<file path="src/rtl/pid_scheduler.sv">
// Time-multiplexes one PID controller across NUMBER_OF_MOTORS muscles: on every
// control tick it sweeps the enabled motors, strobes the PID and latches its PWM.
module pid_scheduler #(
  parameter int NUMBER_OF_MOTORS = 6,
  parameter int TICK_DIVIDER     = 50000,
  parameter int SETTLE_CYCLES    = 2
) (
  input  logic                            clock,
  input  logic                            reset,
  input  logic                            enable,
  input  logic [NUMBER_OF_MOTORS-1:0]     motor_enable,
  input  logic signed [15:0]              pid_pwm,
  input  logic                            overrun_clear,
  output logic [7:0]                      pid_motor_select,
  output logic                            pid_update,
  output logic [16*NUMBER_OF_MOTORS-1:0]  pwm_out,
  output logic [NUMBER_OF_MOTORS-1:0]     pwm_valid,
  output logic                            cycle_done,
  output logic                            overrun
);

  localparam int CW = (TICK_DIVIDER > 1) ? $clog2(TICK_DIVIDER) : 1;
  localparam int WW = (SETTLE_CYCLES > 1) ? $clog2(SETTLE_CYCLES + 1) : 1;

  typedef enum logic [2:0] {IDLE, SCAN, SETUP, TRIGGER, WAIT, CAPTURE, DONE} state_t;

  state_t               state;
  logic [CW-1:0]        tick_counter;
  logic                 tick;
  logic [WW-1:0]        settle_count;
  logic [7:0]           idx;
  logic                 motor_sel_en;
  logic signed [15:0]   pwm_reg [NUMBER_OF_MOTORS];

  assign tick = (tick_counter == CW'(TICK_DIVIDER - 1));

  always_comb begin
    motor_sel_en = 1'b0;
    for (int i = 0; i < NUMBER_OF_MOTORS; i++) begin
      if (idx == 8'(i)) motor_sel_en = motor_enable[i];
    end
  end

  for (genvar g = 0; g < NUMBER_OF_MOTORS; g++) begin : g_pwm
    assign pwm_out[16*g +: 16] = pwm_reg[g];
  end

  always_ff @(posedge clock) begin
    if (reset) begin
      state            <= IDLE;
      tick_counter     <= '0;
      settle_count     <= '0;
      idx              <= '0;
      pid_motor_select <= '0;
      pid_update       <= 1'b0;
      pwm_valid        <= '0;
      cycle_done       <= 1'b0;
      overrun          <= 1'b0;
      for (int i = 0; i < NUMBER_OF_MOTORS; i++) pwm_reg[i] <= '0;
    end else begin
      tick_counter <= tick ? '0 : tick_counter + 1'b1;
      pwm_valid    <= '0;
      cycle_done   <= 1'b0;

      // A tick landing mid-sweep is dropped; flagging it beats a pending clear.
      if (tick && state != IDLE)  overrun <= 1'b1;
      else if (overrun_clear)     overrun <= 1'b0;

      case (state)
        IDLE: begin
          if (tick && enable) begin
            idx   <= '0;
            state <= SCAN;
          end
        end
        SCAN: begin
          if (idx == 8'(NUMBER_OF_MOTORS)) begin
            cycle_done <= 1'b1;
            state      <= DONE;
          end else if (motor_sel_en) begin
            pid_motor_select <= idx;
            state            <= SETUP;
          end else begin
            for (int i = 0; i < NUMBER_OF_MOTORS; i++) begin
              if (idx == 8'(i)) pwm_reg[i] <= '0;
            end
            idx <= idx + 8'd1;
          end
        end
        SETUP: begin
          pid_update <= 1'b1;
          state      <= TRIGGER;
        end
        TRIGGER: begin
          settle_count <= '0;
          state        <= WAIT;
        end
        WAIT: begin
          if (settle_count == WW'(SETTLE_CYCLES - 1)) begin
            pid_update <= 1'b0;
            state      <= CAPTURE;
          end else begin
            settle_count <= settle_count + 1'b1;
          end
        end
        CAPTURE: begin
          // Data and its valid strobe become visible on the same edge.
          for (int i = 0; i < NUMBER_OF_MOTORS; i++) begin
            if (idx == 8'(i)) begin
              pwm_reg[i]   <= pid_pwm;
              pwm_valid[i] <= 1'b1;
            end
          end
          idx   <= idx + 8'd1;
          state <= SCAN;
        end
        DONE: begin
          state <= IDLE;
        end
        default: state <= IDLE;
      endcase
    end
  end

endmodule

</file>
<file path="config.mk">
export PLATFORM = sky130hd
export DESIGN_NAME = pid_scheduler
export DESIGN_NICKNAME = d
export VERILOG_FILES = /design/src/rtl/pid_scheduler.sv
export SDC_FILE = /design/constraint.sdc
export NUM_CORES = 1
export LEC_CHECK = 0
export ABC_AREA = 0
export BUFFER_PORTS_ARGS = -buffer_cell sky130_fd_sc_hd__buf_4
export CORE_UTILIZATION = 48
export DETAILED_ROUTE_END_ITERATION = 7
export HOLD_SLACK_MARGIN = 0.12
export PLACE_DENSITY_LB_ADDON = 0.05
export SKIP_CTS_REPAIR_TIMING = 1
export SLEW_MARGIN = 30
export SYNTH_ARGS = -nofsm -noshare
export SYNTH_HDL_FRONTEND = slang
export SYNTH_SLANG_ARGS = --single-unit
</file>
<file path="constraint.sdc">
create_clock -name clock -period 3.2 [get_ports clock]
set_input_delay 0.64 -clock clock [delete_from_list [all_inputs] [get_ports clock]]
set_output_delay 0.64 -clock clock [all_outputs]
set_load 0.1 [all_outputs]
</file>
==> implementation parameters, run 1 <==
Parameter                              Value

Worst hold path
  Worst hold path cell count ... 1
  HP Start ... tick_counter[0]
  Worst hold endpoint ... tick_counter[0]
  Class of the worst hold path ... reg -> reg

Floorplanning
  Core footprint ... 11,500 um^2
  Vert. Die Dim ... 111 um
  Num ports ... about 140
  Number of placement rows ... 39
  Die ar. ... between 10,000 and 15,000 um^2
  Starting Density ... 49.6%
  Die Width ... ~110 um

CTS
  Clock tree from TritonCTS ... yes
  Root Buffer ... clkbuf_16
  Clock transition at the registers of the reported paths ... 60 ps
  H-tree depth ... 4
  Clock buffers created by TritonCTS ... 17
  Sink Count ... 142
  Maximum clock insertion buffer count ... 2
  Insertion delay to the later sink of the worst-skew pair ... around 420 ps

Critical path
  Type of the worst setup path ... reg -> reg
  R2R Path Start ... idx[1]
  R2R Setup Slk ... 500 ps
  Required time of the critical path ... approximately 3400 ps
  Arrival time at the worst endpoint ... 2850 ps
  Kind of launch point of the worst setup path ... flop
  Peak fanout along the critical path ... 16
  Kind of end point of the critical path ... flop
  Number of cells traversed by the worst register-to-register path ... 9
  Endpoint of the lowest-slack register-to-register path ... pwm_reg[1][1]

Timing
  Worst max-slew margin expressed relative to the limit ... 45.1%
  Worst clock skew ... 7.88 ps
  Worst-case setup margin in the final layout ... between 500 and 600 ps
  Final max-slew violation count ... 0
  Min Tclk post-route ... roughly 2700 ps
  Slew at the pin closest to its max-slew limit ... ~820 ps
  Final count of negative-setup-slack endpoints ... 0
  Upper clock frequency limit ... 371 MHz
  Total negative setup slack ... 0 ps
  Tcrit/Tclk final ... 84.3%
  RSZ-0062 raised after global routing ... false
  Number of hold violations in the final report ... 0

Detailed routing
  Post-detailed-routing wire length ... around 13,000 um
  WL/cell ... 17.0 um
  DRC violation total after the first TritonRoute iteration ... 194
  Post-detailed-route DRC marker count ... 0
  Routed vias ... 3,899
  Avg Vias per Cell ... between 5 and 6
  Router iterations before antenna repair ... 4
  Final antenna-violating net count ... 0

Finish
  Highest-count cells in the layout ignoring fill and taps ... buf_4 (149), and2_1 (102), edfxtp_1 (96), dfxtp_1 (46), nor2_1 (33)
  Fillers ... 866
  Number of antenna cells inserted ... 0
  Final instance count without filler cells ... 755
  Number of flip-flops in the largest register ... 96
  Leading cell type in the layout, fill and taps excluded ... buf_4
  Number of nets at the end of the flow ... between 600 and 700
  Fraction of final layout cells with drive strength greater than 1 ... 32.2%
  Synth-to-Final Area Change ... 32.1%

GRT
  Number of global-route vias before repair ... 3,829
  Largest net degree at the start of global routing ... 23
  Global-route wire length before repair ... 20,400 um
  Antenna violations before repair ... 0
  GRT Overall Usage ... 22.0%
  Global route total overflow ... 0

Power
  Power Density ... 697 nW/um^2
  Power, Total ... 5230 uW
  Leak Pwr ... 0.00307 uW
  IR drop worst, VDD ... 537 uV

Synth
  Syn_area_per_cell ... 12.8 um^2
  EDFF count, synth ... 96
  Count of different cell masters after synthesis ... 54
  Post-Syn Area ... 5680 um^2
  Leading register cell type out of synthesis ... edfxtp_1
  Instance count of the mapped netlist ... 444
  Post-synthesis sequential area ratio ... roughly two thirds
  Share of synthesized flip-flops with an asynchronous set or reset ... 0%
  Number of synthesized register bits ... around 140
  Synthesized Nets ... 476
  Yosys warns ... 0

Place
  Final HPWL from detailed placement ... 8760 um
  Placed insts ... 723
  Number of buffer cells added on primary ports ... 138
  Worst Setup Slack post-DPL ... 507 ps
  RePlAce Congestion ... 0.867

Run status
  Outcome ... finished, final reports clean

Flow run
  Number of max-capacitance violations reported ... 0
[layer usage]
metal | part of all wire [%] | global-route usage, %
met4 | 1.7 | 9.33
met2 | 47 | 35.3
met1 | 44 | 27.8
met3 | 6.5 | 6.34
met5 | 0 | 0
[per-stage QoR]
stage | util (%) | cell area, um^2 | hold WS, ps
2_1_floorplan | - | 5680 | 413
3_5_place_dp | 60.6 | 6950 | 438
3_3_place_gp | 60.6 | 6950 | 424
4_1_cts | 65.5 | 7510 | 451
6_report | 65.5 | 7510 | 446
5_1_grt | 65.5 | 7510 | 477
[power breakdown]
part	total (uW)	leakage, uW	internal (uW)	switching [uW]
clock	1840	0.000277	1120	718
sequential	2160	0.00135	2080	81.8
combinational	1230	0.00145	268	965
[worst max-delay path, cell delays in order, from the launching register on]
cell,delay (ps)
dfxtp_1,400
inv_1,100
ha_1,260
nand3b_1,180
a311oi_1,330
a31o_2,170
a21oi_1,120
a21boi_0,550
o21ai_2,110
buf_4,230
[synthesized netlist by cell type, drive strengths merged (5+ instances only)]
cell | count | area [um^2]
nor4 | 5 | 67.6
o21ai | 12 | 60.1
xor2 | 6 | 52.6
nand2 | 17 | 66.3
edfxtp | 96 | 2880
xnor2 | 8 | 70.1
and2 | 102 | 638
nand3 | 12 | 65.1
clkbuf | 6 | 22.5
dfxtp | 46 | 921
nand2b | 5 | 33.8
a21oi | 13 | 65.1
nor2b | 5 | 31.3
ha | 6 | 75.1
nor2 | 34 | 130
and3 | 9 | 56.3
buf | 7 | 32.5
inv | 10 | 37.5
[how the worst max path moves through the flow]
stage | startpoint | to | slack [ps] | cells past startpoint
finish | idx[1] | pwm_reg[1][1] | 500 | 9
global route | idx[0] | pwm_reg[0][15] | 250 | 9
CTS | idx[1] | pwm_reg[1][8] | 500 | 9
detailed placement | idx[1] | pwm_reg[1][14] | 510 | 9
global placement | motor_enable[1] | pwm_reg[1][14] | 590 | 8
floorplan | idx[0] | pwm_reg[1][0] | 20 | 8
[layout make-up]
| type | instances | area [um^2] | share of cell area [%] |
|---|---|---|---|
| clock buffers | 21 | 470 | 6.26 |
| clock inverters | 11 | 88.8 | 1.18 |
| inverters | 10 | 37.5 | 0.500 |
| multi-input cells | 279 | 1810 | 24.1 |
| flip-flops and latches | 142 | 3800 | 50.6 |
| well taps | 143 | 179 | 2.38 |
| repair buffers | 149 | 1120 | 14.9 |
[cells by family (layout without fill, tap and decap cells)]
group,after synthesis,in the layout,share of synthesized area (%)
DFF,142,142,66.9
and+or+nand+nor,204,204,21.1
xor gates and xnor gates,14,14,2.16
AOI/OAI and AO/OA,52,52,6.36
adders and majority gates,6,6,1.32
buffers and inverters,23,191,1.63
muxes,3,3,0.528
No activity file was read; power rests on OpenSTA's default activity.
==> inputs of run 2 (changes only) <==
--- a/config.mk
+++ b/config.mk
@@ -5,7 +5,7 @@
 export SDC_FILE = /design/constraint.sdc
 export NUM_CORES = 1
 export LEC_CHECK = 0
-export ABC_AREA = 0
+export ABC_AREA = 1
 export BUFFER_PORTS_ARGS = -buffer_cell sky130_fd_sc_hd__buf_4
 export CORE_UTILIZATION = 48
 export DETAILED_ROUTE_END_ITERATION = 7
==> constraint.sdc (replaced) <==
create_clock -name clock -period 2.3 [get_ports clock]
set_input_delay 0.46 -clock clock [delete_from_list [all_inputs] [get_ports clock]]
set_output_delay 0.46 -clock clock [all_outputs]
set_load 0.1 [all_outputs]
==> run 2 against run 1 <==
  * Worst hold slack got worse by 150 ps
  * Global-route usage rose by 0.29 points
  * Die area fell by 0.60%
  * Sequential power rose by 30%
  * Wire length rose by 0.77%
  * Maximum frequency rose by 30%
  * Clock skew fell by 2.9 ps
  * Core utilization rose by 0.79 points
  * Critical path depth rose by 3
  * Register-to-register slack got worse by 270 ps
  * Critical path type unchanged
  * Highest routed layer unchanged
==> implementation parameters, run 2 <==
Parameter                              Value

Synth
  Top-area cell type share of the netlist area ... 51.0% (+0.31 points)
  Count of different cell masters after synthesis ... 33 (-39%)
  Adder-Cell Fraction of Synth Area ... 1.33% (+0.0082 points)
  Main combinational cell family by area after synthesis ... simple AND/OR/NAND/NOR gates
  Share of synthesized flip-flops with an asynchronous set or reset ... 0% (unchanged)
  Simple-gate share of the synthesized area ... 19.7% (-1.4 points)
  Most common library cells after synthesis ... nor2_1 (135), edfxtp_1 (96), inv_1 (71)
  Post-Syn Area ... 5650 um^2 (-0.62%)
  Most repeated cell in the gate-level netlist after synthesis ... nor2_1
  Synth area leaders ... edfxtp_1 (51%), dfxtp_1 (16%), nor2_1 (9.0%)
  Yosys warns ... 0 (unchanged)
  Syn_area_per_cell ... 10.4 um^2 (-18%)
  Leading register cell type out of synthesis ... edfxtp_1
  Multiplexer share of the synthesized area ... 0% (-0.53 points)
  Most area-hungry cell type in the Yosys netlist ... edfxtp_1
  EDFF count, synth ... 96 (unchanged)
  Instance count of the mapped netlist ... 541 (+22%)
  Post-synthesis sequential area ratio ... 67.3% (+0.41 points)
  Post-synthesis share of cell area spent on xor and xnor gates ... 0.620% (-1.5 points)
  Number of synthesized register bits ... 142 (unchanged)
  Compound-gate portion of the synthesized area ... 4.39% (-2.0 points)
  Synthesized Nets ... 573 (+20%)

Detailed routing
  Met2 Routed Length ... 6370 um (+4.8%)
  Final antenna-violating net count ... 0 (unchanged)
  Post-detailed-routing wire length ... 12,900 um (+0.77%)
  Routed vias ... 4,209 (+8.0%)
  Top layer in use ... met4
  Amount of wire on met3 after detailed routing ... 684 um (-18%)
  Met1 wire length ... 5610 um (-1.0%)
  Post-detailed-route DRC marker count ... 0 (unchanged)
  WL/cell ... 15.1 um (-11%)
  Router iterations before antenna repair ... 5 (+1)
  Avg Vias per Cell ... 4.92 (-4.8%)
  DRC violation total after the first TritonRoute iteration ... 147 (-24%)

CTS
  Insertion delay to the later sink of the worst-skew pair ... 420 ps (about the same)
  Clock transition at the registers of the reported paths ... 60 ps (about the same)
  Clock tree from TritonCTS ... yes
  H-tree depth ... 4 (unchanged)
  Maximum clock insertion buffer count ... 2 (unchanged)
  Sink Count ... 142 (unchanged)
  Clock buffers created by TritonCTS ... 17 (unchanged)
  Root Buffer ... clkbuf_16

Floorplanning
  Vert. Die Dim ... 110 um (-0.30%)
  Starting Density ... 49.3% (-0.31 points)
  Die ar. ... 12,200 um^2 (-0.60%)
  Die Width ... 110 um (-0.30%)
  Number of placement rows ... 39 (unchanged)
  Core footprint ... 11,500 um^2 (unchanged)
  Num ports ... 139 (unchanged)

Finish
  Fillers ... 887 (+2.4%)
  Number of antenna cells inserted ... 0 (unchanged)
  Final instance count without filler cells ... 856 (+13%)
  Number of nets at the end of the flow ... 732 (+16%)
  Fraction of final layout cells with drive strength greater than 1 ... 31.1% (-1.1 points)
  Synth-to-Final Area Change ... 34.5%
  Leading cell type in the layout, fill and taps excluded ... buf_4
  Highest-count cells in the layout ignoring fill and taps ... buf_4 (149), nor2_1 (134), edfxtp_1 (96), inv_1 (69), nand2_1 (49)
  Number of flip-flops in the largest register ... 96 (unchanged)

Place
  RePlAce Congestion ... 0.895 (+3.2%)
  Number of buffer cells added on primary ports ... 138 (unchanged)
  Placed insts ... 824 (+14%)
  Final HPWL from detailed placement ... 9320 um (+6.4%)

Run status
  Outcome ... finished, final reports clean

GRT
  Antenna violations before repair ... 0 (unchanged)
  Global route total overflow ... 0 (unchanged)
  Global-route wire length before repair ... 20,900 um (+2.2%)
  Largest net degree at the start of global routing ... 20 (-13%)
  GRT Overall Usage ... 22.3% (+0.29 points)
  Number of global-route vias before repair ... 4,132 (+7.9%)

Timing
  Final count of negative-setup-slack endpoints ... 0 (unchanged)
  Worst clock skew ... 4.97 ps (-2.91 ps)
  Upper clock frequency limit ... 483 MHz (+30%)
  Worst max-slew margin expressed relative to the limit ... 75.0% (+30 points)
  Slew at the pin closest to its max-slew limit ... 372 ps (-445 ps)
  Number of hold violations in the final report ... 0 (unchanged)
  Min Tclk post-route ... 2070 ps (-630 ps)
  RSZ-0062 raised after global routing ... false
  Final max-slew violation count ... 0 (unchanged)
  Tcrit/Tclk final ... 90.0% (+5.6 points)

Critical path
  Slowest cell on the critical path ... dfxtp_2
  Arrival time at the worst endpoint ... 2170 ps (-680 ps)
  Kind of end point of the critical path ... flop
  Number of cells traversed by the worst register-to-register path ... 12 (+3)
  Top Family by Delay on Critical Path ... simple AND/OR/NAND/NOR gates
  Kind of launch point of the worst setup path ... flop
  R2R Path Start ... idx[1]
  R2R Setup Slk ... 230 ps (-270 ps)
  Sum of buffers and inverters on the critical path ... 3 (+1)
  Endpoint of the lowest-slack register-to-register path ... pwm_reg[0][7]
  Peak fanout along the critical path ... 16 (unchanged)
  Required time of the critical path ... 2410 ps (-940 ps)
  Delay contributed by the slowest stage of the critical path ... 380 ps (-170 ps)
  Most common cell type on the critical path ... nand2_1
  Ordered list of cells on the worst path ... ha_1 -> inv_1 -> nor3_4 -> a21oi_1 -> nand2_1 -> nand3_2 -> nand2_1 -> nand2_2 -> inv_2 -> nand2_1 -> nand3_1 -> buf_4
  Type of the worst setup path ... reg -> reg

Worst hold path
  Worst hold path cell count ... 4 (+3)
  Class of the worst hold path ... in -> reg
  HP Start ... overrun_clear
  Worst hold endpoint ... overrun

Power
  IR drop worst, VDD ... 775 uV (+44%)
  Power Density ... 843 nW/um^2 (+21%)
  Power, Total ... 6410 uW (+22%)
  Leak Pwr ... 0.00332 uW (+8.2%)

Flow run
  Number of max-capacitance violations reported ... 0 (unchanged)
[run 2: cell type report]
class,instances,area [um^2],area share [%]
Timing Repair Buffer,152,1180,15.5
Multi-Input combinational cell,303,1490,19.6
Sequential cell,142,3810,50.1
Inverter,84,315,4.15
Clock buffer,18,429,5.65
Tap cell,143,179,2.35
Clock inverter,14,196,2.58
[run 2: tightest hold or removal path: stages]
cell and delay (ps):
buf_4 80, inv_1 30, nand2_1 40, a21oi_1 50
[run 2: through the flow]
stage          TNS [ps]  hold WS [ps]  area [um^2]  setup slack, ps  util [%]
3_3_place_gp          0           430         6970              295      60.8
3_5_place_dp          0           436         6970              248      60.8
6_report              0           296         7600              231      66.3
2_1_floorplan     -2230           418         5670             -140         -
5_1_grt               0           332         7600             29.6      66.3
4_1_cts               0           284         7600              232      66.3
[run 2: kinds of logic (layout without fill, tap and decap cells)]
family / Yosys count / in the layout
AOI/OAI and AO/OA: 46 / 46
buffers and inverters: 96 / 268
xor gates and xnor gates: 4 / 4
and+or+nand+nor: 247 / 247
DFF: 142 / 142
adders and majority gates: 6 / 6
[run 2: report_power, final]
| part | total (uW) | leakage, uW | switching [uW] | internal, uW |
|---|---|---|---|---|
| clock | 2900 | 0.000296 | 999 | 1900 |
| sequential | 2810 | 0.00136 | 25.7 | 2780 |
| combinational | 698 | 0.00166 | 568 | 130 |
| total | 6410 | 0.00332 | 1590 | 4810 |
[run 2: worst max path at each step]
stage | to | start | cells after the start | slack [ps]
3_5_place_dp | pwm_reg[2][14] | idx[1] | 10 | 250
4_1_cts | pwm_reg[0][7] | idx[1] | 12 | 230
2_1_floorplan | pwm_reg[2][0] | idx[5] | 9 | -140
5_1_grt | pwm_reg[0][2] | idx[1] | 12 | 30
3_3_place_gp | pwm_reg[2][9] | idx[5] | 10 | 300
6_report | pwm_reg[0][7] | idx[1] | 12 | 230
[run 2: metal layers]
layer	up-vias	GRT usage, %
li1	2077	-
met4	0	9.16
met1	1987	28.3
met3	19	5.65
met2	126	36.3
met5	-	0
